[src/rtl/switch_countdown_timer.sv]
// switch_countdown_timer: switch-loaded 8-bit countdown with debounced load/run buttons (optional AUTO_RELOAD_EN)
module switch_countdown_timer #(
    parameter int TICK_DIV        = 50_000_000,
    parameter int DEBOUNCE_CYCLES = 1_000_000
) (
    input  logic       clk,
    input  logic       reset,
    input  logic [7:0] sw,
    input  logic       btn_load,
    input  logic       btn_run,
    output logic [7:0] led,
    output logic       done,
    output logic       running
`ifdef AUTO_RELOAD_EN
    ,
    output logic       wrap
`endif
);
    localparam int PW = $clog2(TICK_DIV);
    localparam int DW = DEBOUNCE_CYCLES > 1 ? $clog2(DEBOUNCE_CYCLES) : 1;

    typedef enum logic [1:0] {IDLE, RUN, PAUSE, DONE} state_t;

    logic [1:0] raw, s0, s1, db, db_q, press;
    logic [DW-1:0] dcnt [2];
    logic load, run, tick;
    state_t state, state_n;
    logic [7:0] count, count_n;
    logic [PW-1:0] presc, presc_n;
    logic blink, blink_n;
`ifdef AUTO_RELOAD_EN
    logic [7:0] reload;
    logic wrap_n;
`endif

    assign raw   = {btn_run, btn_load};
    assign press = db & ~db_q;
    assign load  = press[0];
    assign run   = press[1];
    assign tick  = (state == RUN || state == DONE) && presc == PW'(TICK_DIV - 1);
    assign led   = state == DONE ? {8{blink}} : count;

    // synchronize both buttons, accept a new level only after it has held long enough
    always_ff @(posedge clk) begin
        if (reset) begin
            s0   <= '0;
            s1   <= '0;
            db   <= '0;
            db_q <= '0;
            for (int i = 0; i < 2; i++) dcnt[i] <= '0;
        end else begin
            s0   <= raw;
            s1   <= s0;
            db_q <= db;
            for (int i = 0; i < 2; i++) begin
                if (s1[i] == db[i]) begin
                    dcnt[i] <= '0;
                end else if (dcnt[i] == DW'(DEBOUNCE_CYCLES - 1)) begin
                    db[i]   <= s1[i];
                    dcnt[i] <= '0;
                end else begin
                    dcnt[i] <= dcnt[i] + 1'b1;
                end
            end
        end
    end

    // next state: load overrides everything; a tick that finishes the count beats a pause
    always_comb begin
        state_n = state;
        count_n = count;
        blink_n = blink;
        presc_n = (state == RUN || state == DONE) ? (tick ? '0 : presc + 1'b1) : presc;
`ifdef AUTO_RELOAD_EN
        wrap_n  = 1'b0;
`endif
        if (load) begin
            count_n = sw;
            presc_n = '0;
            blink_n = 1'b0;
            state_n = IDLE;
        end else begin
            case (state)
                IDLE: if (run && count != 8'd0) state_n = RUN;
                RUN: begin
                    if (tick && count > 8'd1) begin
                        count_n = count - 8'd1;
                    end else if (tick && count == 8'd1) begin
`ifdef AUTO_RELOAD_EN
                        count_n = reload;
                        wrap_n  = 1'b1;
`else
                        count_n = '0;
                        state_n = DONE;
                        presc_n = '0;
`endif
                    end
                    if (run && state_n == RUN) state_n = PAUSE;
                end
                PAUSE: if (run) state_n = RUN;
                DONE: if (tick) blink_n = ~blink;
            endcase
        end
    end

    // state, count, prescaler and registered status flags
    always_ff @(posedge clk) begin
        if (reset) begin
            state   <= IDLE;
            count   <= '0;
            presc   <= '0;
            blink   <= 1'b0;
            running <= 1'b0;
            done    <= 1'b0;
`ifdef AUTO_RELOAD_EN
            reload  <= '0;
            wrap    <= 1'b0;
`endif
        end else begin
            state   <= state_n;
            count   <= count_n;
            presc   <= presc_n;
            blink   <= blink_n;
            running <= state_n == RUN;
            done    <= state_n == DONE;
`ifdef AUTO_RELOAD_EN
            reload  <= load ? sw : reload;
            wrap    <= wrap_n;
`endif
        end
    end
endmodule

[config.mk]
export PLATFORM = sky130hd
export DESIGN_NAME = switch_countdown_timer
export DESIGN_NICKNAME = d
export VERILOG_FILES = /design/src/rtl/switch_countdown_timer.sv
export SDC_FILE = /design/constraint.sdc
export NUM_CORES = 1
export LEC_CHECK = 0
export CAP_MARGIN = 20
export CORE_ASPECT_RATIO = 2
export CORE_UTILIZATION = 45
export DETAILED_ROUTE_END_ITERATION = 10
export SLEW_MARGIN = 10
export SYNTH_ARGS = -nofsm -noshare
export SYNTH_HDL_FRONTEND = slang
export SYNTH_SLANG_ARGS = --single-unit
[constraint.sdc]
create_clock -name clk -period 2.8 [get_ports clk]
set_clock_uncertainty 0.1 [all_clocks]
set_input_delay 0.56 -clock clk [delete_from_list [all_inputs] [get_ports clk]]
set_output_delay 0.56 -clock clk [all_outputs]
set_load 0.01 [all_outputs]
-- Word level (Yosys, flattened, before mapping)
Memories as Yosys holds them, arrays and structs flattened.
Cells that the tools add are included.
- register bits after elaboration: 47
- bits in writable memories: 40
- input port bits: 12
- output and inout port bits: 10
- word-level logic and storage cells: 104
- memories: 1
- add/sub/neg operators: 4
- magnitude comparators: 1
- eq/ne operators: 12
- multiplexer cells: 49
- bitwise logic cells: 11
- reduce and logical (&&, ||, !) cells: 15
- memory list (name ; words ; width ; rd ports ; clocked after memory_dff ; wr ports ; RTL line ; RTL):
    dcnt ; 2 ; 20 ; 2 ; 0 ; 2 ; 25 ; logic [DW-1:0] dcnt [2];
- operators with widths (cell ; count):
    $mux 26 ; 5
    $mux 20 ; 6
    $add 20x1->20 const B ; 2
    $eq 20x20->1 const B ; 2
    $mux 8 ; 5
    $add 26x1->26 const B ; 1
    $eq 26x26->1 const B ; 1
    $mux 1 ; 24
    $mux 2 ; 8
    $eq 8x1->1 const B ; 1
    $gt 8x1->1 const B ; 1
    $reduce_and 2->1 ; 4
    $reduce_bool 8->1 ; 1
    $sub 8x1->8 const B ; 1
    $eq 2x1->1 const B ; 3
    $eq 2x2->1 const B ; 3
    $or 1x1->1 ; 6
    $pmux 2 s3 ; 1
    $logic_and 1x1->1 ; 5
    $not 1->1 ; 3
    $reduce_bool 3->1 ; 1
    $and 2x2->2 ; 1
    $eq 1x1->1 ; 2
    $logic_not 2->1 ; 1
    other kinds (4) ; 4

-- Depth between registers and ports, before layout
Gate-level depths: netlist of the first run.
- depth in word-level cells: 14
- mapped depth: 8
- mapped depth without buffers: 7

-- Worst setup path before layout of the first run
Ideal clock, no wire load.
- path kind: register to register
- from: register presc[7]
- to: register running
- setup time: 116 ps
- arrival: 2096 ps
- required time: 2584 ps
- setup slack: 488 ps
- cell stages (with the launch flop): 7
- path buffers: 1
- clock period less this slack: 2312 ps
- cells stage by stage: dfxtp_1 or4b_1 or4b_4 buf_6 nor4_1 o21ai_0 and3b_1
- longest elaborated chain between the ends: 13
- elaborated cells on any way between the ends: 14
- classes of those cells: eq/ne (3); mux (7); reduce/logical (4)
- RTL lines (what ; RTL line ; RTL):
    start, declared ; 29 ; logic [PW-1:0] presc, presc_n;
    start signal, assigned ; 122 ; presc <= presc_n;
    $eq 26x26->1 (*) ; 40 ; assign tick = (state == RUN || state == DONE) && presc == PW'(TICK_DIV - 1);
    $logic_and 1x1->1 (*) ; 40 ;
    $logic_and 1x1->1 ; 88 ; end else if (tick && count == 8'd1) begin
    $mux 2 ; 88 ;
    $mux 2 (*) ; 86 ; if (tick && count > 8'd1) begin
    $mux 2 (*) ; 83 ; case (state)
    $mux 2 (*) ; 77 ; if (load) begin
    $eq 2x1->1 ; 98 ; if (run && state_n == RUN) state_n = PAUSE;
    $logic_and 1x1->1 ; 98 ;
    $mux 2 (*) ; 98 ;
    $pmux 2 s3 (*) ; 83 ;
    $mux 2 (*) ; 77 ;
    $eq 2x1->1 (*) ; 124 ; running <= state_n == RUN;
    end signal, assigned ; 113 ; running <= 1'b0;
    end signal, assigned ; 124 ;
    end, declared ; 13 ; output logic running
Mark *: on every way between the ends. The rest lies on a longest branch, timed or not. The select of a mux whose other input is x is not followed.
A chain may end at the register's enable or synchronous reset.

-- Final worst setup path of the first run
- from: register presc[7]
- to: register count[3]
- longest elaborated chain between the ends: 6
- elaborated cells on any way between the ends: 9
- classes of those cells: eq/ne (1); mux (3); reduce/logical (5)
- RTL lines (what ; RTL line ; RTL):
    $eq 26x26->1 (*) ; 40 ;
    $logic_and 1x1->1 (*) ; 40 ;
    $logic_and 1x1->1 ; 86 ;
    $mux 8 ; 86 ;
    $mux 8 ; 83 ;
    $mux 8 ; 77 ;
    end signal, assigned ; 121 ; count <= count_n;
    end, declared ; 28 ; logic [7:0] count, count_n;
Marked as above.

==> report_table.html, run 1 <==
<table>
<tr><th>Metric</th><th>Value</th></tr>
<tr><th colspan="2">Outcome</th></tr>
<tr><td>Result of the run</td><td>finished, final reports clean</td></tr>
<tr><th colspan="2">Power</th></tr>
<tr><td>Fraction of power consumed by sequential logic</td><td>roughly 50%</td></tr>
<tr><td>Final Total Pwr</td><td>0.00277 W</td></tr>
<tr><td>Psw</td><td>0.000584 W</td></tr>
<tr><td>Cell-internal power</td><td>0.00219 W</td></tr>
<tr><td>Clock Power Share</td><td>a little under half</td></tr>
<tr><td>Part of the total power dissipated in combinational logic</td><td>under 10%</td></tr>
<tr><td>Leak pwr</td><td>~2 nW</td></tr>
<tr><td>Power per unit of standard cell area</td><td>510 nW/um2</td></tr>
<tr><td>Worst-case vdd ir drop</td><td>between 0.3 and 0.4 mV</td></tr>
<tr><td>Net Sw Frac</td><td>between 20% and 30%</td></tr>
<tr><th colspan="2">Logic synthesis</th></tr>
<tr><td>Seq cells post-synth</td><td>87</td></tr>
<tr><td>Area of the mapped netlist</td><td>~4600 um2</td></tr>
<tr><td>Synthesis warning total</td><td>0</td></tr>
<tr><td>Proportion of synthesized flip-flops having asynchronous set or reset</td><td>0%</td></tr>
<tr><td>Post-synth top flop</td><td>sky130_fd_sc_hd__dfxtp_1</td></tr>
<tr><td>Post-synthesis sequential area ratio</td><td>between 40% and 50%</td></tr>
<tr><td>Number of distinct library cells after synthesis</td><td>50</td></tr>
<tr><td>Gate count after technology mapping</td><td>between 400 and 500</td></tr>
<tr><td>Post-Syn Area per Cell</td><td>around 9.3 um2</td></tr>
<tr><td>Number of enable-type register cells in the synthesized netlist</td><td>40</td></tr>
<tr><th colspan="2">Drt</th></tr>
<tr><td>Wirelength per Cell</td><td>14.3 um</td></tr>
<tr><td>Router iterations before antenna repair</td><td>4</td></tr>
<tr><td>Remaining antenna violation count after routing</td><td>0</td></tr>
<tr><td>Vias after detailed routing</td><td>~3,600</td></tr>
<tr><td>Total Wirelength</td><td>9.86 mm</td></tr>
<tr><td>DRC errors left</td><td>0</td></tr>
<tr><td>Iteration-0 DRC Markers</td><td>160</td></tr>
<tr><td>Vias per cell</td><td>roughly 5.2</td></tr>
<tr><th colspan="2">Worst setup path</th></tr>
<tr><td>Top cell family by delay on the critical path</td><td>simple AND/OR/NAND/NOR gates</td></tr>
<tr><td>CP Data Required Time</td><td>slightly below 3 ns</td></tr>
<tr><td>Cells traversed along the worst timing path</td><td>or4b_1, or4b_4, nor3_4, a21oi_1, o32a_1</td></tr>
<tr><td>Reg2reg start</td><td>presc[7]</td></tr>
<tr><td>Type of element launching the critical path</td><td>flop</td></tr>
<tr><td>Endpoint of the lowest-slack register-to-register path</td><td>count[3]</td></tr>
<tr><td>CP Buf/Inv Count</td><td>0</td></tr>
<tr><td>End point of the critical path</td><td>count[3]</td></tr>
<tr><td>Category of the critical setup timing path</td><td>flop to flop</td></tr>
<tr><td>Biggest cell delay along the critical path</td><td>0.67 ns</td></tr>
<tr><td>Max Fanout on Critical Path</td><td>12</td></tr>
<tr><td>Worst reg-to-reg path cell count</td><td>5</td></tr>
<tr><td>Critical path endpoint category</td><td>flop</td></tr>
<tr><td>Levels on crit path</td><td>5</td></tr>
<tr><td>Cell type of the slowest stage on the worst timing path</td><td>sky130_fd_sc_hd__or4b_4</td></tr>
<tr><td>Slack of the worst reg-to-reg path</td><td>0.28 ns</td></tr>
<tr><td>Worst setup path start</td><td>presc[7]</td></tr>
<tr><td>Arrival time worst endpoint</td><td>around 2.7 ns</td></tr>
<tr><th colspan="2">Placed design</th></tr>
<tr><td>Number of input and output port buffers inserted</td><td>21</td></tr>
<tr><td>Detailed placement HPWL</td><td>7.46 mm</td></tr>
<tr><td>Final Wtd Congestion</td><td>~0.85</td></tr>
<tr><th colspan="2">Hold path</th></tr>
<tr><td>Path category of the worst min-delay check</td><td>flop to flop</td></tr>
<tr><th colspan="2">Floorplanning</th></tr>
<tr><td>Top-level I/O count</td><td>22</td></tr>
<tr><td>Initial Util</td><td>a little under half</td></tr>
<tr><td>Die area</td><td>about 11,000 um2</td></tr>
<tr><td>Core area</td><td>between 9000 and 10,000 um2</td></tr>
<tr><td>Num rows</td><td>51</td></tr>
<tr><td>Height of the chip</td><td>roughly 140 um</td></tr>
<tr><td>Floorplan die width</td><td>~73 um</td></tr>
<tr><th colspan="2">Cells and area</th></tr>
<tr><td>Synth-to-Final Area Change</td><td>18.4%</td></tr>
<tr><td>Fraction of final layout cells with drive strength greater than 1</td><td>6.80%</td></tr>
<tr><td>Final #Nets</td><td>around 570</td></tr>
<tr><td>Number of inserted filler cells in the final layout</td><td>approximately 950</td></tr>
<tr><td>N_diodes</td><td>0</td></tr>
<tr><th colspan="2">Global routing</th></tr>
<tr><td>Initial antenna violation count</td><td>0</td></tr>
<tr><td>Total Routing Usage GR</td><td>19.8%</td></tr>
<tr><td>Largest net degree at the start of global routing</td><td>26</td></tr>
<tr><td>Wire length of the first global-routing pass</td><td>roughly 16 mm</td></tr>
<tr><td>Global route total overflow</td><td>0</td></tr>
<tr><td>Vias in the first global route</td><td>approximately 3,400</td></tr>
<tr><th colspan="2">Clock network</th></tr>
<tr><td>CTS tree</td><td>built</td></tr>
<tr><td>CTS Hold Buffers Added</td><td>0</td></tr>
<tr><td>Source-to-sink clock delay at the later pin of the worst-skew pair</td><td>between 0.3 and 0.4 ns</td></tr>
<tr><td>Clock edge transition at the registers on the reported setup and hold paths</td><td>approximately 0.070 ns</td></tr>
<tr><td>CTS resizes</td><td>0</td></tr>
<tr><td>Num Clock Sinks</td><td>87</td></tr>
<tr><td>Number of buffers inserted to repair setup after CTS</td><td>0</td></tr>
<tr><td>Root cell of the clock tree</td><td>sky130_fd_sc_hd__clkbuf_16</td></tr>
<tr><td>Num CTS Buffers</td><td>9</td></tr>
<tr><td>Deepest level of the CTS H-tree</td><td>3</td></tr>
<tr><td>Maximum root-to-sink buffer count</td><td>2</td></tr>
<tr><th colspan="2">Timing</th></tr>
<tr><td>Final slew viol count</td><td>0</td></tr>
<tr><td>Worst-Margin Slew</td><td>0.690 ns</td></tr>
<tr><td>Normalized max-slew margin</td><td>between 50% and 60%</td></tr>
<tr><td>Post-layout minimum cycle time</td><td>2.52 ns</td></tr>
<tr><td>Final TNS setup</td><td>0 ns</td></tr>
<tr><td>Setup repair after global routing missed its margin</td><td>no</td></tr>
<tr><td>Number of hold violations in the final report</td><td>0</td></tr>
<tr><td>Fmax</td><td>about 0.40 GHz</td></tr>
<tr><td>Final setup violating endpoints</td><td>0</td></tr>
<tr><td>Final Cycle Share</td><td>90.0%</td></tr>
<tr><th colspan="2">Flow run</th></tr>
<tr><td>Max Cap Violations</td><td>0</td></tr>
</table>
==> flip-flops by register name (all words and copies together), names as in the netlist <==
| register | cells |
|---|---|
| count | 8 |
| db | 2 |
| db_q | 2 |
| s0 | 2 |
| running | 1 |
| dcnt | 40 |
| blink | 1 |
| state | 2 |
| done | 1 |
| presc | 26 |
| s1 | 2 |
==> area by class of cell <==
cell class              instances  area [um2]  area share, %
repair buffers                 31         298           5.48
well taps                     132         165           3.04
multi-input cells             417        2480           45.5
flip-flops and latches         87        2140           39.4
clock inverters                 7         103           1.89
clock buffers                   9         225           4.14
inverters                       8        30.0          0.552
==> kinds of logic after synthesis <==
| group | share of synthesized area [%] |
|---|---|
| and+or+nand+nor | 29.9 |
| DFF | 46.6 |
| xor gates and xnor gates | 12.0 |
| AOI/OAI and AO/OA | 6.46 |
| buffers and inverters | 2.62 |
| adders and majority gates | 1.63 |
| muxes | 0.654 |
| other | 0.0817 |
==> routing by layer <==
| layer | wire length, um | track usage [%] |
|---|---|---|
| met5 | 0 | 0 |
| met4 | 372 | 10.4 |
| met3 | 272 | 4.02 |
| met2 | 5360 | 36.6 |
| met1 | 3850 | 20.4 |
==> per-stage QoR <==
step / cell area, um2 / worst slack [ns] / hold WS, ns / util [%] / std cells
global placement: 5110 / 0.304 / 0.321 / 52.0 / 675
global route: 5440 / 0.166 / 0.345 / 55.3 / 691
finish: 5440 / 0.279 / 0.337 / 55.3 / 691
CTS: 5440 / 0.272 / 0.346 / 55.3 / 691
floorplan: 4740 / 0.488 / 0.314 / - / 533
detailed placement: 5110 / 0.280 / 0.331 / 52.0 / 675
==> layout by cell type, fill, tap and decap left out, types with 19 or more instances in the layout <==
| cell type | n |
|---|---|
| sky130_fd_sc_hd__dfxtp_1 | 47 |
| sky130_fd_sc_hd__clkdlybuf4s50_1 | 21 |
| sky130_fd_sc_hd__conb_1 | 40 |
| sky130_fd_sc_hd__xnor2_1 | 33 |
| sky130_fd_sc_hd__nand4_1 | 19 |
| sky130_fd_sc_hd__nand3_1 | 24 |
| sky130_fd_sc_hd__nand2_1 | 32 |
| sky130_fd_sc_hd__xor2_1 | 30 |
| sky130_fd_sc_hd__edfxtp_1 | 40 |
| sky130_fd_sc_hd__nor2_1 | 84 |
==> power groups by stage <==
stage	combinational, W	sequential [W]	clock [W]
detailed placement	0.0000829	0.00141	0
global placement	0.0000830	0.00141	0
floorplan	0.0000542	0.00140	0
CTS	0.0000836	0.00138	0.00134
global route	0.0000938	0.00139	0.00140
finish	0.0000837	0.00138	0.00131
==> cell usage after synthesis, types with 2 or more instances <==
master                     number  area, um2
sky130_fd_sc_hd__nand2_1       32        120
sky130_fd_sc_hd__mux2i_1        3       30.0
sky130_fd_sc_hd__nor2b_1       11       68.8
sky130_fd_sc_hd__a211oi_1       2       15.0
sky130_fd_sc_hd__nor4_1        15       93.8
sky130_fd_sc_hd__nand4_1       19        119
sky130_fd_sc_hd__a31o_2         3       26.3
sky130_fd_sc_hd__nand3_1       24        120
sky130_fd_sc_hd__or2_2          2       12.5
sky130_fd_sc_hd__xnor2_1       33        289
sky130_fd_sc_hd__nand2b_1       5       31.3
sky130_fd_sc_hd__dfxtp_1       47        941
sky130_fd_sc_hd__xor2_1        30        263
sky130_fd_sc_hd__a21o_1        10       75.1
sky130_fd_sc_hd__nor3b_1        4       30.0
sky130_fd_sc_hd__nor4b_1        2       17.5
sky130_fd_sc_hd__and3_1        15       93.8
sky130_fd_sc_hd__a21oi_1       10       50.1
sky130_fd_sc_hd__and4_1         6       52.6
sky130_fd_sc_hd__ha_1           6       75.1
sky130_fd_sc_hd__nor2_1        84        315
sky130_fd_sc_hd__nor3_1        16       80.1
sky130_fd_sc_hd__nand4b_1       2       17.5
sky130_fd_sc_hd__o21ai_0        9       45.0
sky130_fd_sc_hd__clkbuf_1      17       63.8
sky130_fd_sc_hd__and2_1         9       56.3
sky130_fd_sc_hd__or4_1          2       15.0
sky130_fd_sc_hd__edfxtp_1      40       1200
sky130_fd_sc_hd__inv_1          8       30.0
sky130_fd_sc_hd__nor4_2         2       25.0
sky130_fd_sc_hd__buf_2          3       15.0
sky130_fd_sc_hd__or3_1          4       25.0
sky130_fd_sc_hd__a31oi_1        2       12.5
==> how the worst min path moves through the flow <==
stage	to	slack [ns]	start	cells after the start
6_report	s1[1]	0.34	s0[1]	1
2_1_floorplan	s1[0]	0.31	s0[0]	1
3_5_place_dp	s1[0]	0.33	s0[0]	1
4_1_cts	s1[1]	0.35	s0[1]	1
3_3_place_gp	s1[0]	0.32	s0[0]	1
5_1_grt	s1[1]	0.35	s0[1]	1
==> worst reg2reg max path: stages, from the launching register on <==
cell	delay, ns
sky130_fd_sc_hd__dfxtp_1	0.34
sky130_fd_sc_hd__or4b_1	0.52
sky130_fd_sc_hd__or4b_4	0.67
sky130_fd_sc_hd__nor3_4	0.37
sky130_fd_sc_hd__a21oi_1	0.12
sky130_fd_sc_hd__o32a_1	0.31
Power figures use the tool's default switching activity.
==> run 2, diff against run 1 <==
Settings changed: CORE_UTILIZATION 45 to 30.
==> report_table.html, run 2 (same netlist as run 1, synthesis figures left out) <==
<table>
<tr><th>Metric</th><th>Value</th></tr>
<tr><th colspan="2">Clock network</th></tr>
<tr><td>Num Clock Sinks</td><td>between 80 and 90</td></tr>
<tr><td>CTS tree</td><td>built</td></tr>
<tr><td>CTS resizes</td><td>0</td></tr>
<tr><td>Source-to-sink clock delay at the later pin of the worst-skew pair</td><td>~0.35 ns</td></tr>
<tr><td>Num CTS Buffers</td><td>9</td></tr>
<tr><td>Maximum root-to-sink buffer count</td><td>2</td></tr>
<tr><td>Clock edge transition at the registers on the reported setup and hold paths</td><td>0.07 ns</td></tr>
<tr><td>CTS Hold Buffers Added</td><td>0</td></tr>
<tr><td>Root cell of the clock tree</td><td>sky130_fd_sc_hd__clkbuf_16</td></tr>
<tr><td>Deepest level of the CTS H-tree</td><td>3</td></tr>
<tr><td>Number of buffers inserted to repair setup after CTS</td><td>0</td></tr>
<tr><th colspan="2">Placed design</th></tr>
<tr><td>Placed Instances</td><td>~730</td></tr>
<tr><td>Post-DP Area</td><td>a little over 5000 um2</td></tr>
<tr><td>Final Wtd Congestion</td><td>about 0.86</td></tr>
<tr><td>Detailed placement HPWL</td><td>approximately 7.4 mm</td></tr>
<tr><td>Number of input and output port buffers inserted</td><td>21</td></tr>
<tr><th colspan="2">Timing</th></tr>
<tr><td>Setup repair after global routing missed its margin</td><td>no</td></tr>
<tr><td>Final slew viol count</td><td>0</td></tr>
<tr><td>Hold slack</td><td>0.348 ns</td></tr>
<tr><td>Post-layout minimum cycle time</td><td>between 2 and 3 ns</td></tr>
<tr><td>Number of hold violations in the final report</td><td>0</td></tr>
<tr><td>Normalized max-slew margin</td><td>roughly 52%</td></tr>
<tr><td>Final setup violating endpoints</td><td>0</td></tr>
<tr><td>Final TNS setup</td><td>0 ns</td></tr>
<tr><td>Fmax</td><td>between 0.3 and 0.4 GHz</td></tr>
<tr><td>Final Cycle Share</td><td>between 90% and 100%</td></tr>
<tr><td>Worst-Margin Slew</td><td>between 0.7 and 0.8 ns</td></tr>
<tr><th colspan="2">Drt</th></tr>
<tr><td>Router iterations before antenna repair</td><td>4</td></tr>
<tr><td>Wirelength per Cell</td><td>~13 um</td></tr>
<tr><td>DRC errors left</td><td>0</td></tr>
<tr><td>Remaining antenna violation count after routing</td><td>0</td></tr>
<tr><td>Iteration-0 DRC Markers</td><td>between 100 and 150</td></tr>
<tr><td>Vias after detailed routing</td><td>between 3,000 and 4,000</td></tr>
<tr><td>Vias per cell</td><td>4.86</td></tr>
<tr><td>Total Wirelength</td><td>between 10 and 15 mm</td></tr>
<tr><th colspan="2">Cells and area</th></tr>
<tr><td>Layout Cell Area excl Fill</td><td>roughly 5400 um2</td></tr>
<tr><td>Register ranked first by flip-flop count</td><td>dcnt</td></tr>
<tr><td>Top Registers</td><td>dcnt: 40 flops, presc: 26 flops, count: 8 flops</td></tr>
<tr><td>Largest register FFs</td><td>40</td></tr>
<tr><td>Synth-to-Final Area Change</td><td>18.6%</td></tr>
<tr><td>Fraction of final layout cells with drive strength greater than 1</td><td>6.13%</td></tr>
<tr><td>Final #Nets</td><td>about 570</td></tr>
<tr><td>Number of standard cells in the final layout excluding fillers</td><td>750</td></tr>
<tr><td>N_diodes</td><td>0</td></tr>
<tr><td>Commonest non-fill, non-tap cell in the layout</td><td>sky130_fd_sc_hd__nor2_1</td></tr>
<tr><td>Leading cell types in the layout, fill and taps excluded</td><td>sky130_fd_sc_hd__nor2_1, sky130_fd_sc_hd__dfxtp_1, sky130_fd_sc_hd__edfxtp_1, sky130_fd_sc_hd__conb_1, sky130_fd_sc_hd__xnor2_1</td></tr>
<tr><th colspan="2">Power</th></tr>
<tr><td>Power per unit of standard cell area</td><td>a little under 500 nW/um2</td></tr>
<tr><td>Leak pwr</td><td>around 2.0 nW</td></tr>
<tr><td>Worst-case vdd ir drop</td><td>approximately 0.26 mV</td></tr>
<tr><th colspan="2">Global routing</th></tr>
<tr><td>Global route total overflow</td><td>0</td></tr>
<tr><td>Largest net degree at the start of global routing</td><td>26</td></tr>
<tr><td>Vias in the first global route</td><td>about 3,800</td></tr>
<tr><td>Total Routing Usage GR</td><td>14.2%</td></tr>
<tr><td>Initial antenna violation count</td><td>0</td></tr>
<tr><td>Wire length of the first global-routing pass</td><td>17.3 mm</td></tr>
<tr><th colspan="2">Worst setup path</th></tr>
<tr><td>Cell type of the slowest stage on the worst timing path</td><td>sky130_fd_sc_hd__dfxtp_1</td></tr>
<tr><td>Max Fanout on Critical Path</td><td>11</td></tr>
<tr><td>Type of element launching the critical path</td><td>flop</td></tr>
<tr><td>CP Data Required Time</td><td>about 2.1 ns</td></tr>
<tr><td>Category of the critical setup timing path</td><td>flop to output port</td></tr>
<tr><td>Top cell family by delay on the critical path</td><td>flip-flops</td></tr>
<tr><td>Critical path endpoint category</td><td>output port</td></tr>
<tr><td>Biggest cell delay along the critical path</td><td>approximately 0.53 ns</td></tr>
<tr><td>Arrival time worst endpoint</td><td>roughly 1.9 ns</td></tr>
<tr><td>CP Buf/Inv Count</td><td>1</td></tr>
<tr><td>Cells traversed along the worst timing path</td><td>and3_1, a21o_1, clkdlybuf4s50_1</td></tr>
<tr><th colspan="2">Floorplanning</th></tr>
<tr><td>Core area</td><td>14,900 um2</td></tr>
<tr><td>Height of the chip</td><td>between 150 and 200 um</td></tr>
<tr><td>Initial Util</td><td>30.8%</td></tr>
<tr><td>Num rows</td><td>63</td></tr>
<tr><td>Floorplan die width</td><td>just under 90 um</td></tr>
<tr><td>Die area</td><td>approximately 16,000 um2</td></tr>
<tr><td>Top-level I/O count</td><td>22</td></tr>
<tr><th colspan="2">Hold path</th></tr>
<tr><td>Path category of the worst min-delay check</td><td>flop to flop</td></tr>
<tr><th colspan="2">Outcome</th></tr>
<tr><td>Result of the run</td><td>finished, final reports clean</td></tr>
<tr><th colspan="2">Flow run</th></tr>
<tr><td>Max Cap Violations</td><td>0</td></tr>
</table>
-- run 2: per-layer routing --
layer  global-route usage (%)  vias to the layer above  part of all wire [%]
li1                         -                     1820                     -
met1                     15.7                     1728                    41
met2                     24.8                       74                    53
met3                     2.43                       23                   3.0
met4                     8.00                        0                   3.1
met5                        0                        -                     0
-- run 2: power breakdown --
part,switching (W),internal (W)
Sequential,0.0000282,0.00135
Combinational,0.0000445,0.0000376
Clock,0.000560,0.000633
Total,0.000633,0.00202
-- run 2: worst paths after layout --
kind | depth (start not counted) | end | start | slack [ns]
min | 1 | s1[1] | s0[1] | 0.35
max | 3 | led[7] | state[0] | 0.26
max reg2reg | 5 | count[3] | presc[7] | 0.26
min reg2reg | 1 | s1[1] | s0[1] | 0.35
-- run 2: area by class of cell --
type / instances / area, um2
flip-flops and latches: 87 / 2140
fillers: 1496 / 9450
inverters: 8 / 30.0
well taps: 195 / 244
repair buffers: 27 / 255
clock buffers: 9 / 225
clock inverters: 7 / 75.1
multi-input cells: 417 / 2480
-- run 2: through the flow --
| stage | setup slack (ns) | util (%) | power [W] |
|---|---|---|---|
| 2_1_floorplan | 0.488 | - | 0.00146 |
| 3_5_place_dp | 0.276 | 34.6 | 0.00149 |
| 6_report | 0.257 | 36.6 | 0.00266 |
| 4_1_cts | 0.234 | 36.6 | 0.00269 |
| 5_1_grt | 0.100 | 36.6 | 0.00276 |
| 3_3_place_gp | 0.314 | 34.6 | 0.00149 |
==> run 3, diff against run 2 <==
--- a/config.mk
+++ b/config.mk
@@ -6,4 +6,5 @@
 export NUM_CORES = 1
 export LEC_CHECK = 0
+export ABC_CLOCK_PERIOD_IN_PS = 2800
 export CAP_MARGIN = 20
 export CORE_ASPECT_RATIO = 2
==> constraint.sdc (replaced) <==
create_clock -name clk -period 2.8 [get_ports clk]
set_clock_uncertainty 0.1 [all_clocks]
set_input_delay 0.56 -clock clk [delete_from_list [all_inputs] [get_ports clk]]
set_output_delay 0.56 -clock clk [all_outputs]
set_load 0.1 [all_outputs]
==> report_table.html, run 3 (same netlist as run 1, synthesis figures left out) <==
<table>
<tr><th>Metric</th><th>Value</th></tr>
<tr><th colspan="2">Global routing</th></tr>
<tr><td>Vias in the first global route</td><td>between 3,000 and 4,000</td></tr>
<tr><td>Global route total overflow</td><td>0</td></tr>
<tr><td>Total Routing Usage GR</td><td>a little over an eighth</td></tr>
<tr><td>Wire length of the first global-routing pass</td><td>approximately 17 mm</td></tr>
<tr><td>Initial antenna violation count</td><td>0</td></tr>
<tr><td>Largest net degree at the start of global routing</td><td>26</td></tr>
<tr><th colspan="2">Worst setup path</th></tr>
<tr><td>Critical path endpoint category</td><td>flop</td></tr>
<tr><td>Worst reg-to-reg path cell count</td><td>5</td></tr>
<tr><td>Slack of the worst reg-to-reg path</td><td>between 0.2 and 0.3 ns</td></tr>
<tr><td>Endpoint of the lowest-slack register-to-register path</td><td>count[3]</td></tr>
<tr><td>Max Fanout on Critical Path</td><td>12</td></tr>
<tr><td>Category of the critical setup timing path</td><td>flop to flop</td></tr>
<tr><td>Arrival time worst endpoint</td><td>2.65 ns</td></tr>
<tr><td>Type of element launching the critical path</td><td>flop</td></tr>
<tr><td>Reg2reg start</td><td>presc[7]</td></tr>
<tr><td>CP Data Required Time</td><td>approximately 2.9 ns</td></tr>
<tr><th colspan="2">Hold path</th></tr>
<tr><td>Path category of the worst min-delay check</td><td>flop to flop</td></tr>
<tr><td>Start point of the worst hold path</td><td>s0[1]</td></tr>
<tr><td>Hold Path Sink</td><td>s1[1]</td></tr>
<tr><td>Min-Delay Path Depth</td><td>1</td></tr>
<tr><th colspan="2">Timing</th></tr>
<tr><td>Final Cycle Share</td><td>between 80% and 90%</td></tr>
<tr><td>Final TNS setup</td><td>0 ns</td></tr>
<tr><td>Normalized max-slew margin</td><td>53.7%</td></tr>
<tr><td>Number of hold violations in the final report</td><td>0</td></tr>
<tr><td>Final setup violating endpoints</td><td>0</td></tr>
<tr><td>Setup WS post-layout</td><td>around 0.28 ns</td></tr>
<tr><td>Worst-Margin Slew</td><td>roughly 0.7 ns</td></tr>
<tr><td>Post-layout minimum cycle time</td><td>approximately 2.5 ns</td></tr>
<tr><td>Setup repair after global routing missed its margin</td><td>no</td></tr>
<tr><td>Final slew viol count</td><td>0</td></tr>
<tr><td>Fmax</td><td>0.397 GHz</td></tr>
<tr><th colspan="2">Cells and area</th></tr>
<tr><td>Fraction of final layout cells with drive strength greater than 1</td><td>about 7.9%</td></tr>
<tr><td>Final #Nets</td><td>about 570</td></tr>
<tr><td>Commonest non-fill, non-tap cell in the layout</td><td>sky130_fd_sc_hd__nor2_1</td></tr>
<tr><td>Largest register FFs</td><td>40</td></tr>
<tr><td>Register ranked first by flip-flop count</td><td>dcnt</td></tr>
<tr><td>Number of inserted filler cells in the final layout</td><td>1,521</td></tr>
<tr><td>Top Registers</td><td>dcnt: 40 flops, presc: 26 flops, count: 8 flops</td></tr>
<tr><td>Leading cell types in the layout, fill and taps excluded</td><td>sky130_fd_sc_hd__nor2_1, sky130_fd_sc_hd__dfxtp_1, sky130_fd_sc_hd__edfxtp_1, sky130_fd_sc_hd__conb_1, sky130_fd_sc_hd__xnor2_1</td></tr>
<tr><td>N_diodes</td><td>0</td></tr>
<tr><td>Layout Cell Area excl Fill</td><td>approximately 5400 um2</td></tr>
<tr><td>Synth-to-Final Area Change</td><td>18.1%</td></tr>
<tr><td>Number of standard cells in the final layout excluding fillers</td><td>750</td></tr>
<tr><th colspan="2">Clock network</th></tr>
<tr><td>CTS resizes</td><td>0</td></tr>
<tr><td>CTS Hold Buffers Added</td><td>0</td></tr>
<tr><td>CTS tree</td><td>built</td></tr>
<tr><td>Root cell of the clock tree</td><td>sky130_fd_sc_hd__clkbuf_16</td></tr>
<tr><td>Source-to-sink clock delay at the later pin of the worst-skew pair</td><td>roughly 0.35 ns</td></tr>
<tr><td>Num CTS Buffers</td><td>9</td></tr>
<tr><td>Num Clock Sinks</td><td>87</td></tr>
<tr><td>Number of buffers inserted to repair setup after CTS</td><td>0</td></tr>
<tr><td>Deepest level of the CTS H-tree</td><td>3</td></tr>
<tr><td>Maximum root-to-sink buffer count</td><td>2</td></tr>
<tr><td>Clock edge transition at the registers on the reported setup and hold paths</td><td>roughly 0.070 ns</td></tr>
<tr><th colspan="2">Floorplanning</th></tr>
<tr><td>Die area</td><td>15,800 um2</td></tr>
<tr><td>Num rows</td><td>63</td></tr>
<tr><td>Initial Util</td><td>between 30% and 40%</td></tr>
<tr><td>Core area</td><td>approximately 15,000 um2</td></tr>
<tr><td>Top-level I/O count</td><td>22</td></tr>
<tr><td>Height of the chip</td><td>177 um</td></tr>
<tr><td>Floorplan die width</td><td>slightly below 90 um</td></tr>
<tr><th colspan="2">Drt</th></tr>
<tr><td>DRC errors left</td><td>0</td></tr>
<tr><td>Remaining antenna violation count after routing</td><td>0</td></tr>
<tr><td>Iteration-0 DRC Markers</td><td>~140</td></tr>
<tr><td>Vias per cell</td><td>just under 5</td></tr>
<tr><td>Vias after detailed routing</td><td>about 3,600</td></tr>
<tr><td>Total Wirelength</td><td>10.0 mm</td></tr>
<tr><td>Router iterations before antenna repair</td><td>4</td></tr>
<tr><td>Wirelength per Cell</td><td>approximately 13 um</td></tr>
<tr><th colspan="2">Flow run</th></tr>
<tr><td>Max Cap Violations</td><td>0</td></tr>
<tr><th colspan="2">Power</th></tr>
<tr><td>Leak pwr</td><td>around 2.0 nW</td></tr>
<tr><td>Power per unit of standard cell area</td><td>just under 500 nW/um2</td></tr>
<tr><td>Worst-case vdd ir drop</td><td>approximately 0.24 mV</td></tr>
<tr><th colspan="2">Placed design</th></tr>
<tr><td>Final Wtd Congestion</td><td>approximately 0.84</td></tr>
<tr><td>Post-DP Area</td><td>just over 5000 um2</td></tr>
<tr><td>Placed Instances</td><td>roughly 730</td></tr>
<tr><td>Detailed placement HPWL</td><td>7.54 mm</td></tr>
<tr><td>Number of input and output port buffers inserted</td><td>21</td></tr>
<tr><td>Post-placement worst setup slack</td><td>between 0.2 and 0.3 ns</td></tr>
<tr><th colspan="2">Outcome</th></tr>
<tr><td>Result of the run</td><td>finished, final reports clean</td></tr>
</table>
-- run 3: cell types whose count changed in the layout (fill, tap and decap cells not counted) --
cell / previous run / this run
sky130_fd_sc_hd__clkinv_4: 1 / 2
sky130_fd_sc_hd__clkdlybuf4s50_1: 21 / 11
sky130_fd_sc_hd__buf_4: 6 / 16
sky130_fd_sc_hd__clkinvlp_4: 1 / 0
sky130_fd_sc_hd__inv_8: 3 / 2
sky130_fd_sc_hd__inv_6: 1 / 2
-- run 3: where the power goes --
part           switching [W]  total (W)  internal [W]
Combinational      0.0000445  0.0000821     0.0000376
Clock               0.000558    0.00119      0.000631
Sequential         0.0000289    0.00138       0.00135
-- run 3: worst max-delay path by stage --
stage / to / start / slack [ns] / depth (start not counted)
final: count[3] / presc[7] / 0.28 / 5
after global routing: dcnt[1][18] / dcnt[1][0] / 0.15 / 6
after CTS: count[3] / presc[7] / 0.29 / 5
after detailed placement: count[3] / presc[7] / 0.30 / 5
after global placement: count[3] / presc[7] / 0.31 / 5
after floorplan: running / presc[7] / 0.49 / 6
-- run 3: critical path: stages, from the launching register on --
cell,delay [ns]
sky130_fd_sc_hd__dfxtp_1,0.33
sky130_fd_sc_hd__or4b_1,0.53
sky130_fd_sc_hd__or4b_4,0.67
sky130_fd_sc_hd__nor3_4,0.37
sky130_fd_sc_hd__a21oi_1,0.11
sky130_fd_sc_hd__o32a_1,0.30
-- run 3: metrics by stage --
stage / util [%] / hold slack (ns) / total power (W)
after floorplan: - / 0.314 / 0.00146
after global placement: 34.4 / 0.322 / 0.00149
after detailed placement: 34.4 / 0.336 / 0.00149
after CTS: 36.4 / 0.366 / 0.00270
after global routing: 36.4 / 0.382 / 0.00277
final: 36.4 / 0.361 / 0.00265
-- run 3: layout make-up --
class,count,area (um2),share of cell area (%)
clock inverters,7,73.8,1.36
repair buffers,27,230,4.25
clock buffers,9,225,4.15
multi-input cells,417,2480,45.7
well taps,195,244,4.50
flip-flops and latches,87,2140,39.5
inverters,8,30.0,0.554
-- run 3: per-layer routing --
layer | vias up | track usage, % | part of all wire [%] | routed length, um
met4 | 0 | 6.55 | 3.4 | 341
met5 | - | 0 | 0 | 0
met3 | 19 | 3.08 | 3.2 | 319
met1 | 1725 | 14.4 | 40 | 3980
li1 | 1816 | - | - | -
met2 | 64 | 25.0 | 54 | 5380
